==> src/rtl/spi_pkg.sv <==
// Shared definitions for the Quad-SPI transmit serializer: FSM state
// encoding, I/O mode constants, the transaction byte limit and the small
// helpers that map a mode onto lane width and pad enables.
package spi_pkg;

  localparam int unsigned CNT_W     = 9;
  localparam int unsigned MAX_BYTES = 261;
  localparam int unsigned DIV_W     = 8;

  localparam logic [1:0] MODE_SINGLE = 2'b00;
  localparam logic [1:0] MODE_DUAL   = 2'b01;
  localparam logic [1:0] MODE_QUAD   = 2'b10;

  typedef enum logic [1:0] {
    ST_IDLE   = 2'd0,
    ST_LOAD   = 2'd1,
    ST_SHIFT  = 2'd2,
    ST_FINISH = 2'd3
  } state_t;

  // Data lines driven per SCK period; the reserved mode 11 behaves as single.
  function automatic logic [2:0] bits_per_sck(input logic [1:0] mode);
    case (mode)
      MODE_DUAL: return 3'd2;
      MODE_QUAD: return 3'd4;
      default:   return 3'd1;
    endcase
  endfunction

  // Index of the final SCK period of a byte (8/W - 1).
  function automatic logic [2:0] last_sym(input logic [1:0] mode);
    case (mode)
      MODE_DUAL: return 3'd3;
      MODE_QUAD: return 3'd1;
      default:   return 3'd7;
    endcase
  endfunction

  function automatic logic [3:0] io_oe_for(input logic [1:0] mode);
    case (mode)
      MODE_DUAL: return 4'b0011;
      MODE_QUAD: return 4'b1111;
      default:   return 4'b0001;
    endcase
  endfunction

  // Map the top nibble of the shift register onto the pads; unused lines are 0.
  function automatic logic [3:0] io_map(input logic [3:0] top, input logic [1:0] mode);
    case (mode)
      MODE_DUAL: return {2'b00, top[3:2]};
      MODE_QUAD: return top;
      default:   return {3'b000, top[3]};
    endcase
  endfunction

endpackage

==> src/rtl/spi_shift_transmit_if.sv <==
// Bus bundle between the transmit serializer, its request source, the
// transmit FIFO read port and the flash pad logic.
//   master : request/FIFO side (drives start, byte_cnt, mode, fifo_*)
//   slave  : serializer side (drives fifo_rd_en and the SPI/status outputs)
interface spi_shift_transmit_if;
  import spi_pkg::*;

  logic             start;
  logic [CNT_W-1:0] byte_cnt;
  logic [1:0]       mode;
  logic [7:0]       fifo_data;
  logic             fifo_empty;
  logic             fifo_rd_en;
  logic             sck;
  logic             cs_n;
  logic [3:0]       io_out;
  logic [3:0]       io_oe;
  logic             busy;
  logic             done;
  logic             underrun;

  modport master (
    output start, byte_cnt, mode, fifo_data, fifo_empty,
    input  fifo_rd_en, sck, cs_n, io_out, io_oe, busy, done, underrun
  );

  modport slave (
    input  start, byte_cnt, mode, fifo_data, fifo_empty,
    output fifo_rd_en, sck, cs_n, io_out, io_oe, busy, done, underrun
  );

endinterface

==> src/rtl/spi_sck_div.sv <==
// SCK generator: half-period counter of CLK_DIV cycles.
//   clk, reset : system clock, synchronous active-high reset
//   i_load     : hold counter at zero and SCK low
//   i_en       : run the counter
//   o_rise_c   : strobe in the cycle whose edge raises SCK
//   o_fall_c   : strobe in the cycle whose edge lowers SCK
//   o_sck      : registered SCK level
module spi_sck_div
  import spi_pkg::*;
#(
  parameter int unsigned CLK_DIV = 2
) (
  input  logic clk,
  input  logic reset,
  input  logic i_load,
  input  logic i_en,
  output logic o_rise_c,
  output logic o_fall_c,
  output logic o_sck
);

  localparam logic [DIV_W-1:0] LAST = DIV_W'(CLK_DIV - 1);

  logic [DIV_W-1:0] r_cnt;
  logic             r_sck;
  logic             w_expire;

  assign w_expire = i_en && !i_load && (r_cnt == LAST);
  assign o_rise_c = w_expire && !r_sck;
  assign o_fall_c = w_expire &&  r_sck;
  assign o_sck    = r_sck;

  always_ff @(posedge clk) begin
    if (reset || i_load) begin
      r_cnt <= '0;
      r_sck <= 1'b0;
    end else if (i_en) begin
      if (w_expire) begin
        r_cnt <= '0;
        r_sck <= ~r_sck;
      end else begin
        r_cnt <= r_cnt + 1'b1;
      end
    end
  end

endmodule

==> src/rtl/spi_shift_transmit.sv <==
// Quad-SPI transmit serializer: pops bytes from a show-ahead FIFO and shifts
// them MSB-first in single/dual/quad mode with SPI mode-0 SCK and CS_n.
//   clk, reset : system clock, synchronous active-high reset
//   bus.slave  : start/byte_cnt/mode request, FIFO read port (fifo_rd_en is
//                the only combinational output), sck/cs_n/io_out/io_oe pads,
//                busy/done/underrun status
module spi_shift_transmit
  import spi_pkg::*;
#(
  parameter int unsigned CLK_DIV = 2
) (
  input  logic                 clk,
  input  logic                 reset,
  spi_shift_transmit_if.slave  bus
);

  localparam logic [DIV_W-1:0] FIN_LAST = DIV_W'(CLK_DIV - 1);

  state_t           r_state,    w_state_nxt;
  logic [7:0]       r_sr,       w_sr_nxt;
  logic [1:0]       r_mode,     w_mode_nxt;
  logic [CNT_W-1:0] r_remain,   w_remain_nxt;
  logic [2:0]       r_sym,      w_sym_nxt;
  logic [DIV_W-1:0] r_fin_cnt,  w_fin_cnt_nxt;
  logic             r_cs_n,     w_cs_n_nxt;
  logic [3:0]       r_io_out,   w_io_out_nxt;
  logic [3:0]       r_io_oe,    w_io_oe_nxt;
  logic             r_busy,     w_busy_nxt;
  logic             r_done,     w_done_nxt;
  logic             r_underrun, w_underrun_nxt;

  logic [CNT_W-1:0] w_req_cnt;
  logic [7:0]       w_sr_shift;
  logic             w_pop;
  logic             w_rise;
  logic             w_fall;
  logic             w_sck;

  // Requests above one page program transaction are clamped.
  assign w_req_cnt  = (bus.byte_cnt > CNT_W'(MAX_BYTES)) ? CNT_W'(MAX_BYTES) : bus.byte_cnt;
  assign w_sr_shift = r_sr << bits_per_sck(r_mode);
  assign w_pop      = (r_state == ST_LOAD) && !bus.fifo_empty;

  // Divider is held low outside SHIFT, which stretches SCK low over LOAD.
  spi_sck_div #(.CLK_DIV(CLK_DIV)) u_sck_div (
    .clk      (clk),
    .reset    (reset),
    .i_load   (r_state != ST_SHIFT),
    .i_en     (r_state == ST_SHIFT),
    .o_rise_c (w_rise),
    .o_fall_c (w_fall),
    .o_sck    (w_sck)
  );

  // State and registered-output register.
  always_ff @(posedge clk) begin
    if (reset) begin
      r_state    <= ST_IDLE;
      r_sr       <= '0;
      r_mode     <= MODE_SINGLE;
      r_remain   <= '0;
      r_sym      <= '0;
      r_fin_cnt  <= '0;
      r_cs_n     <= 1'b1;
      r_io_out   <= '0;
      r_io_oe    <= '0;
      r_busy     <= 1'b0;
      r_done     <= 1'b0;
      r_underrun <= 1'b0;
    end else begin
      r_state    <= w_state_nxt;
      r_sr       <= w_sr_nxt;
      r_mode     <= w_mode_nxt;
      r_remain   <= w_remain_nxt;
      r_sym      <= w_sym_nxt;
      r_fin_cnt  <= w_fin_cnt_nxt;
      r_cs_n     <= w_cs_n_nxt;
      r_io_out   <= w_io_out_nxt;
      r_io_oe    <= w_io_oe_nxt;
      r_busy     <= w_busy_nxt;
      r_done     <= w_done_nxt;
      r_underrun <= w_underrun_nxt;
    end
  end

  // Next-state and next-output logic.
  always_comb begin
    w_state_nxt    = r_state;
    w_sr_nxt       = r_sr;
    w_mode_nxt     = r_mode;
    w_remain_nxt   = r_remain;
    w_sym_nxt      = r_sym;
    w_fin_cnt_nxt  = r_fin_cnt;
    w_cs_n_nxt     = r_cs_n;
    w_io_out_nxt   = r_io_out;
    w_io_oe_nxt    = r_io_oe;
    w_busy_nxt     = r_busy;
    w_done_nxt     = 1'b0;
    w_underrun_nxt = r_underrun;

    case (r_state)
      ST_IDLE: begin
        if (bus.start) begin
          w_underrun_nxt = 1'b0;
          if (w_req_cnt == '0) begin
            w_done_nxt = 1'b1;
          end else begin
            w_state_nxt  = ST_LOAD;
            w_cs_n_nxt   = 1'b0;
            w_busy_nxt   = 1'b1;
            w_mode_nxt   = bus.mode;
            w_remain_nxt = w_req_cnt;
          end
        end
      end

      ST_LOAD: begin
        if (w_pop) begin
          w_sr_nxt     = bus.fifo_data;
          w_io_out_nxt = io_map(bus.fifo_data[7:4], r_mode);
          w_io_oe_nxt  = io_oe_for(r_mode);
          w_sym_nxt    = '0;
          w_state_nxt  = ST_SHIFT;
        end else begin
          // Stall with SCK low until the FIFO refills.
          w_underrun_nxt = 1'b1;
        end
      end

      ST_SHIFT: begin
        if (w_fall) begin
          if (r_sym == last_sym(r_mode)) begin
            w_remain_nxt = r_remain - 1'b1;
            if (r_remain == CNT_W'(1)) begin
              w_state_nxt   = ST_FINISH;
              w_fin_cnt_nxt = '0;
              w_io_oe_nxt   = '0;
              w_io_out_nxt  = '0;
            end else begin
              w_state_nxt = ST_LOAD;
            end
          end else begin
            w_sr_nxt     = w_sr_shift;
            w_io_out_nxt = io_map(w_sr_shift[7:4], r_mode);
            w_sym_nxt    = r_sym + 1'b1;
          end
        end
      end

      ST_FINISH: begin
        if (r_fin_cnt == FIN_LAST) begin
          w_state_nxt = ST_IDLE;
          w_cs_n_nxt  = 1'b1;
          w_busy_nxt  = 1'b0;
          w_done_nxt  = 1'b1;
        end else begin
          w_fin_cnt_nxt = r_fin_cnt + 1'b1;
        end
      end

      default: w_state_nxt = ST_IDLE;
    endcase
  end

  assign bus.fifo_rd_en = w_pop;
  assign bus.sck        = w_sck;
  assign bus.cs_n       = r_cs_n;
  assign bus.io_out     = r_io_out;
  assign bus.io_oe      = r_io_oe;
  assign bus.busy       = r_busy;
  assign bus.done       = r_done;
  assign bus.underrun   = r_underrun;

endmodule

==> src/flat_wrapper.sv <==
// flat-port wrapper written by rule: the top's interface ports become plain ports
module spi_shift_transmit_flat import spi_pkg::*;
#(
  parameter int unsigned CLK_DIV = 2
)
  (clk, reset, bus_start, bus_byte_cnt, bus_mode, bus_fifo_data, bus_fifo_empty, bus_fifo_rd_en, bus_sck, bus_cs_n, bus_io_out, bus_io_oe, bus_busy, bus_done, bus_underrun);
  spi_shift_transmit_if bus_i ();
  input  logic clk;
  input  logic reset;
  input wire logic [$bits(bus_i.start)-1:0] bus_start;
  input wire logic [$bits(bus_i.byte_cnt)-1:0] bus_byte_cnt;
  input wire logic [$bits(bus_i.mode)-1:0] bus_mode;
  input wire logic [$bits(bus_i.fifo_data)-1:0] bus_fifo_data;
  input wire logic [$bits(bus_i.fifo_empty)-1:0] bus_fifo_empty;
  output wire logic [$bits(bus_i.fifo_rd_en)-1:0] bus_fifo_rd_en;
  output wire logic [$bits(bus_i.sck)-1:0] bus_sck;
  output wire logic [$bits(bus_i.cs_n)-1:0] bus_cs_n;
  output wire logic [$bits(bus_i.io_out)-1:0] bus_io_out;
  output wire logic [$bits(bus_i.io_oe)-1:0] bus_io_oe;
  output wire logic [$bits(bus_i.busy)-1:0] bus_busy;
  output wire logic [$bits(bus_i.done)-1:0] bus_done;
  output wire logic [$bits(bus_i.underrun)-1:0] bus_underrun;
  assign bus_i.start = bus_start;
  assign bus_i.byte_cnt = bus_byte_cnt;
  assign bus_i.mode = bus_mode;
  assign bus_i.fifo_data = bus_fifo_data;
  assign bus_i.fifo_empty = bus_fifo_empty;
  assign bus_fifo_rd_en = bus_i.fifo_rd_en;
  assign bus_sck = bus_i.sck;
  assign bus_cs_n = bus_i.cs_n;
  assign bus_io_out = bus_i.io_out;
  assign bus_io_oe = bus_i.io_oe;
  assign bus_busy = bus_i.busy;
  assign bus_done = bus_i.done;
  assign bus_underrun = bus_i.underrun;
  spi_shift_transmit #(.CLK_DIV(CLK_DIV)) u_core (.clk(clk), .reset(reset), .bus(bus_i));
endmodule
==> config.mk <==
export PLATFORM = sky130hd
export DESIGN_NAME = spi_shift_transmit_flat
export DESIGN_NICKNAME = d
export VERILOG_FILES = /design/src/rtl/spi_pkg.sv /design/src/rtl/spi_shift_transmit_if.sv /design/src/rtl/spi_sck_div.sv /design/src/rtl/spi_shift_transmit.sv /design/src/flat_wrapper.sv
export SDC_FILE = /design/constraint.sdc
export NUM_CORES = 1
export LEC_CHECK = 0
export BUFFER_PORTS_ARGS = -buffer_cell sky130_fd_sc_hd__buf_4
export CORE_UTILIZATION = 45
export DETAILED_ROUTE_END_ITERATION = 10
export PLACE_DENSITY = 0.71
export REMOVE_ABC_BUFFERS = 1
export SLEW_MARGIN = 20
export SYNTH_ARGS = -nofsm -noshare
export SYNTH_HDL_FRONTEND = slang
export SYNTH_SLANG_ARGS = --single-unit
==> constraint.sdc <==
create_clock -name clk -period 2.7 [get_ports clk]
set_clock_uncertainty 0.05 [all_clocks]
set_input_delay 0.135 -clock clk [delete_from_list [all_inputs] [get_ports clk]]
set_output_delay 0.135 -clock clk [all_outputs]
set_load 0.05 [all_outputs]
==> results of run 1 <==
-- report_power, final --
group / leakage (nW) / switching, mW / internal, mW / total (mW)
registers: 0.415 / 0.139 / 0.884 / 1.02
logic: 0.852 / 0.892 / 0.572 / 1.46
clock network: 0.0470 / 0.250 / 0.202 / 0.451
-- path summary, 6_finish.rpt --
path,startpoint,end,depth (start not counted)
worst max-delay path,u_core.r_state[0]$_SDFFE_PP0P_,u_core.bus.io_out[1]$_SDFFE_PP0P_,7
worst min register to register,u_core.bus.io_out[3]$_SDFFE_PP0P_,u_core.bus.io_out[3]$_SDFFE_PP0P_,2
worst max register to register,u_core.r_state[0]$_SDFFE_PP0P_,u_core.bus.io_out[1]$_SDFFE_PP0P_,7
worst min-delay path,bus_mode[1],u_core.r_mode[1]$_SDFFE_PP0P_,3
-- state kept, by name (all words and copies together), names as in the netlist --
signal                  count
u_core.r_sym                3
u_core.r_fin_cnt            8
u_core.r_mode               2
u_core.r_sr                 7
u_core.u_sck_div.o_sck      1
u_core.r_remain             9
u_core.bus.cs_n             1
u_core.bus.busy             1
u_core.bus.io_oe            3
u_core.bus.done             1
u_core.bus.underrun         1
u_core.u_sck_div.r_cnt      8
u_core.bus.io_out           4
u_core.r_state              2
-- cell families (layout without fill, tap and decap cells) --
family / count (synthesis) / after routing / share of synthesized area
buffers and inverters: 42 / 72 / 0.05234
and+or+nand+nor: 149 / 149 / 0.2613
xor gates and xnor gates: 11 / 11 / 0.03053
DFF: 51 / 51 / 0.3236
adders and majority gates: 14 / 14 / 0.05551
AOI/OAI and AO/OA: 96 / 96 / 0.2205
muxes: 15 / 15 / 0.05630
-- worst min-delay path: cells and delay by family --
| family | cells | cell delay, ns |
|---|---|---|
| buffers and inverters | 1 | 0.08 |
| AO/OA/AOI/OAI | 1 | 0.05 |
| AND/OR/NAND/NOR | 1 | 0.07 |
-- cell usage in the layout, fill, tap and decap left out, types with 3 or more instances in the layout --
cell	instances
or2_2	4
nand3_1	15
o32ai_1	4
a21oi_1	23
o21ai_0	7
nand2b_1	4
nor4_1	6
nor3_1	13
xnor2_1	3
o311ai_0	7
nor2b_1	9
or3_1	5
nor2_1	40
mux2i_1	11
dfxtp_1	51
buf_4	47
inv_1	17
o41ai_1	4
nand2_1	22
xor2_1	8
a211oi_1	11
nor3b_1	3
nand4_1	6
o31ai_1	7
a31oi_1	5
or4_1	3
clkbuf_8	6
a22oi_1	6
and2_1	4
ha_1	14
-- per-stage QoR --
step / TNS, ns / cell area [µm²] / std cells / util
after floorplan: -7.817 / 3058 / 354 / -
after global placement: 0 / 3531 / 497 / 0.5197
after detailed placement: 0 / 3531 / 497 / 0.5197
after CTS: 0 / 3618 / 504 / 0.5326
after global routing: 0 / 3618 / 504 / 0.5326
final: 0 / 3618 / 504 / 0.5326
-- area by class of cell --
class,instances,share of cell area
clock inverter,1,0.001383
clock buffer,6,0.02282
inverter,18,0.01867
timing repair buffer,47,0.09751
sequential,51,0.2822
multi-input combinational,285,0.5443
tap,96,0.03319
-- metal layers --
metal	GRT usage	part of all wire	routed length [µm]
met1	0.2720	0.46	3449
met2	0.3585	0.49	3645
met5	0	0	0
met3	0.03465	0.040	297
met4	0.06515	0.0081	60
==> summary.md, run 1 <==
| Metric | Value |
|---|---|
| Top post-synthesis cells by count | `dfxtp_1 (51), nor2_1 (40), a21oi_1 (23)` |
| CP cell instances | `inv_1, ha_1, inv_1, a21oi_2, a221o_1, or4_1, a21oi_1` |
| Ys async rst share | `0` |
| Post-synth EDFFs | `0` |
| Final hold slack | `0.006801 ns` |
| Row count | `30` |
| Worst EP arrival | `2.53 ns` |
| Critical Path Fanout Max | `10` |
| Drc violations | `0` |
| HP Class | `in -> reg` |
| Die H | `85.74 µm` |
| Crit-path slowest cell | `or4_1` |
| RSZ-0062 raised after global routing | `no` |
| Fill cell count | `651` |
| Clk root buf | `clkbuf_8` |
| GRT overflow | `0` |
| Fin. max-slew vios | `0` |
| Post-Synthesis Cells | `378` |
| Number of synthesized register bits | `51` |
| P per Cell Area | `812.1 nW/µm²` |
| Top_reg_cell synth | `dfxtp_1` |
| H-tree depth | `2` |
| Antenna violations before repair | `0` |
| Max cap viols | `0` |
| Dominant cell type by area after synthesis | `dfxtp_1` |
| Drt total wl | `7452 µm` |
| Setup crit start kind | `flip-flop` |
| Critical Path RT | `2.89 ns` |
| Slew HR | `0.5340` |
| Drt pass-1 iters | `4` |
| Max Freq | `428.0 MHz` |
| Num CTS Buffers | `5` |
| I/O Pins | `37` |
| Final Net Count | `445` |
| Final Hold Viols | `0` |
| Clock buffer depth | `2` |
| Die area | `7351 µm²` |
| Area grow syn2layout | `14.67%` |
| Final setup viols | `0` |
| Clk_lat worst skew | `0.30 ns` |
| Setup bufs post-CTS | `0` |
| Crit path kind | `reg -> reg` |
| DP Wirelength | `5371 µm` |
| Area contributors post-synth | `dfxtp_1 (32%), ha_1 (5.6%), nor2_1 (4.8%)` |
| Gpl congestion | `0.8725` |
| Post-CTS Resized | `0` |
| Largest net degree at the start of global routing | `47` |
| CORE AREA | `6794 µm²` |
| Share of post-route cells with drive strength above 1 | `0.1814` |
| Global-route wire length before repair | `12,570 µm` |
| Mapped cell area | `3156 µm²` |
| Synth Area per Inst | `8.348 µm²` |
| Leakage power | `1.314 nW` |
| Via count | `2,934` |
| Place WS | `0.4169 ns` |
| CTS clk-pin slew, worst paths | `0.09 ns` |
| Crit path max-delay family | `compound AO/OA/AOI/OAI gates` |
| Worst-Margin Slew | `0.6937 ns` |
| PortBufs | `36` |
| CTS tree | `yes` |
| Most frequent cell after synthesis | `dfxtp_1` |
| Antenna Nets Post-Route | `0` |
| Most Frequent Cell on Critical Path | `inv_1` |
| Total power | `2.939 mW` |
| Final period util | `0.8653` |
| Number of clock sinks | `51` |
| Initial Utilization | `0.4645` |
| Vias in the first global route | `2,760` |
| Die X | `85.74 µm` |
| Yosys top cell area share | `0.3236` |
| Register area | `1021 µm²` |
| WL per Instance | `14.79 µm` |
| Outcome | `finished, final reports clean` |
| Sequential element share of the synthesized area | `0.3236` |
| Area of the multi-input gates | `1969 µm²` |
| Gr usage total | `0.2101` |
| Starting DRT DRC Count | `146` |
| Netlist cell types | `60` |
| Worst setup margin | `0.3636 ns` |
| CTS Hold Bufs | `0` |
| Minimum clock period | `2.336 ns` |
| Yosys warnings | `0` |
| Crit-path max cell delay | `0.52 ns` |
| R2r setup slk | `0.36 ns` |
| Crit end category | `flip-flop` |
| Peak VDD IR | `0.3557 mV` |
| Vias per std cell | `5.821` |
| CP bufs+invs | `2` |
| N_diodes | `0` |
(Power assumes the default switching activity.)
==> run 2, diff against run 1 <==
--- a/config.mk
+++ b/config.mk
@@ -5,6 +5,7 @@
 export SDC_FILE = /design/constraint.sdc
 export NUM_CORES = 1
 export LEC_CHECK = 0
+export ABC_AREA = 1
 export BUFFER_PORTS_ARGS = -buffer_cell sky130_fd_sc_hd__buf_4
 export CORE_UTILIZATION = 45
 export DETAILED_ROUTE_END_ITERATION = 10
==> run 2 against run 1 <==
Worst hold slack gained 0.062 ns. Setup slack got worse by 0.0035 ns. Clock power grew 20%. Critical endpoint is now u_core.r_remain[7]$_SDFFE_PP0P_. Largest power group unchanged. Highest routed layer unchanged.
==> summary.md, run 2 <==
| Metric | Value |
|---|---|
| Commonest non-fill, non-tap cell in the layout | `nand2_1` |
| CP startpoint | `u_core.r_mode[0]$_SDFFE_PP0P_` |
| Minimum clock period | `2.340 ns` |
| I/O Pins | `37` |
| Most frequent cell after synthesis | `nand2_1` |
| Clk root buf | `clkbuf_8` |
| Area contributors post-synth | `dfxtp_1 (29%), nand2_1 (19%), nor2_1 (8.6%)` |
| Die area | `8202 µm²` |
| Outcome | `finished, final reports clean` |
| Reg-to-reg critical path endpoint | `u_core.r_remain[7]$_SDFFE_PP0P_` |
| Reg with most FFs | `u_core.r_remain` |
| Placed Instances | `686` |
| Top_reg_cell synth | `dfxtp_1` |
| Post-CTS Resized | `0` |
| Fin. max-slew vios | `0` |
| Global-route wire length before repair | `14,400 µm` |
| Drc violations | `0` |
| Die X | `90.57 µm` |
| Area of the multi-input gates | `2130 µm²` |
| Dominant cell type by area after synthesis | `dfxtp_1` |
| Initial Utilization | `0.4764` |
| Hold Startpoint | `bus_mode[1]` |
| Final Hold Viols | `0` |
| Layout Cells excl Fill | `694` |
| Sequential element share of the synthesized area | `0.2949` |
| Number of synthesized register bits | `52` |
| Hold EP | `u_core.r_mode[1]$_SDFFE_PP0P_` |
| Crit-path max cell delay | `0.54 ns` |
| Vias in the first global route | `3,234` |
| Crit path kind | `reg -> reg` |
| Start of the worst register-to-register path | `u_core.r_mode[0]$_SDFFE_PP0P_` |
| Total power | `3.880 mW` |
| RSZ-0062 raised after global routing | `no` |
| PortBufs | `36` |
| N_diodes | `0` |
| Placed instance area | `3827 µm²` |
| CTS clk-pin slew, worst paths | `0.09 ns` |
| Clock buffer depth | `2` |
| CTS tree | `yes` |
| Peak VDD IR | `0.4714 mV` |
| Via count | `3,604` |
| Vias per std cell | `5.193` |
| Ys async rst share | `0` |
| Setup bufs post-CTS | `0` |
| Synth Area per Inst | `6.225 µm²` |
| Fill cell count | `773` |
| Crit-path slowest cell | `ha_1` |
| DP Wirelength | `6250 µm` |
| Final Net Count | `631` |
| Post-synth EDFFs | `0` |
| Yosys warnings | `0` |
| Worst EP arrival | `2.55 ns` |
| CTS Hold Bufs | `0` |
| Crit end category | `flip-flop` |
| WL per Instance | `12.11 µm` |
| Max Freq | `427.4 MHz` |
| Worst-Margin Slew | `0.7453 ns` |
| Netlist cell types | `38` |
| Starting DRT DRC Count | `232` |
| Share of post-route cells with drive strength above 1 | `0.1277` |
| Area grow syn2layout | `11.49%` |
| Max cap viols | `0` |
| P per Cell Area | `986.1 nW/µm²` |
| Post-Synthesis Cells | `567` |
| Most Frequent Cell on Critical Path | `nand2_1` |
| Top post-synthesis cells by count | `nand2_1 (176), nor2_1 (81), inv_1 (56)` |
| Antenna Nets Post-Route | `0` |
| Register area | `1041 µm²` |
| Num CTS Buffers | `5` |
| HP Class | `in -> reg` |
| Drt total wl | `8405 µm` |
| Antenna violations before repair | `0` |
| Largest net degree at the start of global routing | `24` |
| Die H | `90.57 µm` |
| Leakage power | `1.829 nW` |
| Setup TNS | `0 ns` |
| Gpl congestion | `0.8954` |
| GRT overflow | `0` |
| Critical Path RT | `2.91 ns` |
| Critical Path Fanout Max | `13` |
| Slew HR | `0.5026` |
| Fin area | `3935 µm²` |
| Number of clock sinks | `52` |
| Reg2Reg Depth | `12` |
| H-tree depth | `2` |
| Setup crit start kind | `flip-flop` |
| Mapped cell area | `3530 µm²` |
| CP cell instances | `inv_1, ha_1, inv_2, nand2_1, nand2_1, nor2_4, nor2_4, nor2_8, nand2_2, nand2_1, nand2_1, nor2_1` |
| Max reg flops | `9` |
| Hold depth | `3` |
| Final period util | `0.8666` |
| Gr usage total | `0.2104` |
| Drt pass-1 iters | `5` |
| Clk_lat worst skew | `0.31 ns` |
| Final setup viols | `0` |
| Yosys top cell area share | `0.2949` |
| R2r setup slk | `0.36 ns` |
| CORE AREA | `7408 µm²` |
| Most frequent cells in the layout | `nand2_1 (176), nor2_1 (81), inv_1 (56), dfxtp_1 (52), nand3_1 (51)` |
| Row count | `31` |
-- run 2: final cells by class --
cell class	count	share of cell area
sequential	52	0.2645
clock inverter	2	0.008903
timing repair buffer	39	0.07440
multi-input combinational	432	0.5412
clock buffer	6	0.01844
tap	99	0.03148
inverter	64	0.06105
-- run 2: worst max-delay path: cells and delay by family, from the launching register on --
family | cells | cell delay (ns)
fa+ha+maj | 1 | 0.54
simple gates | 9 | 1.10
flops | 1 | 0.34
buf+inv | 2 | 0.26
-- run 2: metrics by stage --
stage / hold slack [ns] / worst slack [ns] / util
final: 0.06915 / 0.3601 / 0.5312
after global routing: 0.07293 / 0.1203 / 0.5312
after CTS: 0.06079 / 0.3393 / 0.5312
after detailed placement: 0.3895 / 0.3665 / 0.5166
after global placement: 0.3745 / 0.4352 / 0.5166
after floorplan: 0.1541 / 0.4868 / -
-- run 2: where the power goes --
part,switching (mW),internal (mW)
Clock,0.266,0.276
Sequential,0.155,0.970
Combinational,1.52,0.692
-- run 2: worst max path at each step --
stage                                       to  slack [ns]  cells past startpoint
2_1_floorplan  u_core.r_remain[7]$_SDFFE_PP0P_        0.49                      9
3_3_place_gp   u_core.r_remain[7]$_SDFFE_PP0P_        0.44                     12
3_5_place_dp   u_core.r_remain[7]$_SDFFE_PP0P_        0.37                     12
4_1_cts        u_core.r_remain[7]$_SDFFE_PP0P_        0.34                     12
5_1_grt        u_core.r_remain[8]$_SDFFE_PP0P_        0.12                     12
6_report       u_core.r_remain[7]$_SDFFE_PP0P_        0.36                     12
-- run 2: kinds of logic after synthesis --
| group | Yosys count | synth area share |
|---|---|---|
| simple gates | 343 | 0.4311 |
| buf+inv | 83 | 0.1017 |
| compound gates | 67 | 0.1028 |
| flops | 52 | 0.2949 |
| fa+ha+maj | 14 | 0.04963 |
| xor+xnor | 8 | 0.01985 |
-- run 2: routing by layer --
metal	GRT usage	share of wire
met1	0.2739	0.46
met2	0.3630	0.48
met3	0.03199	0.045
met4	0.04839	0.012
met5	0	0
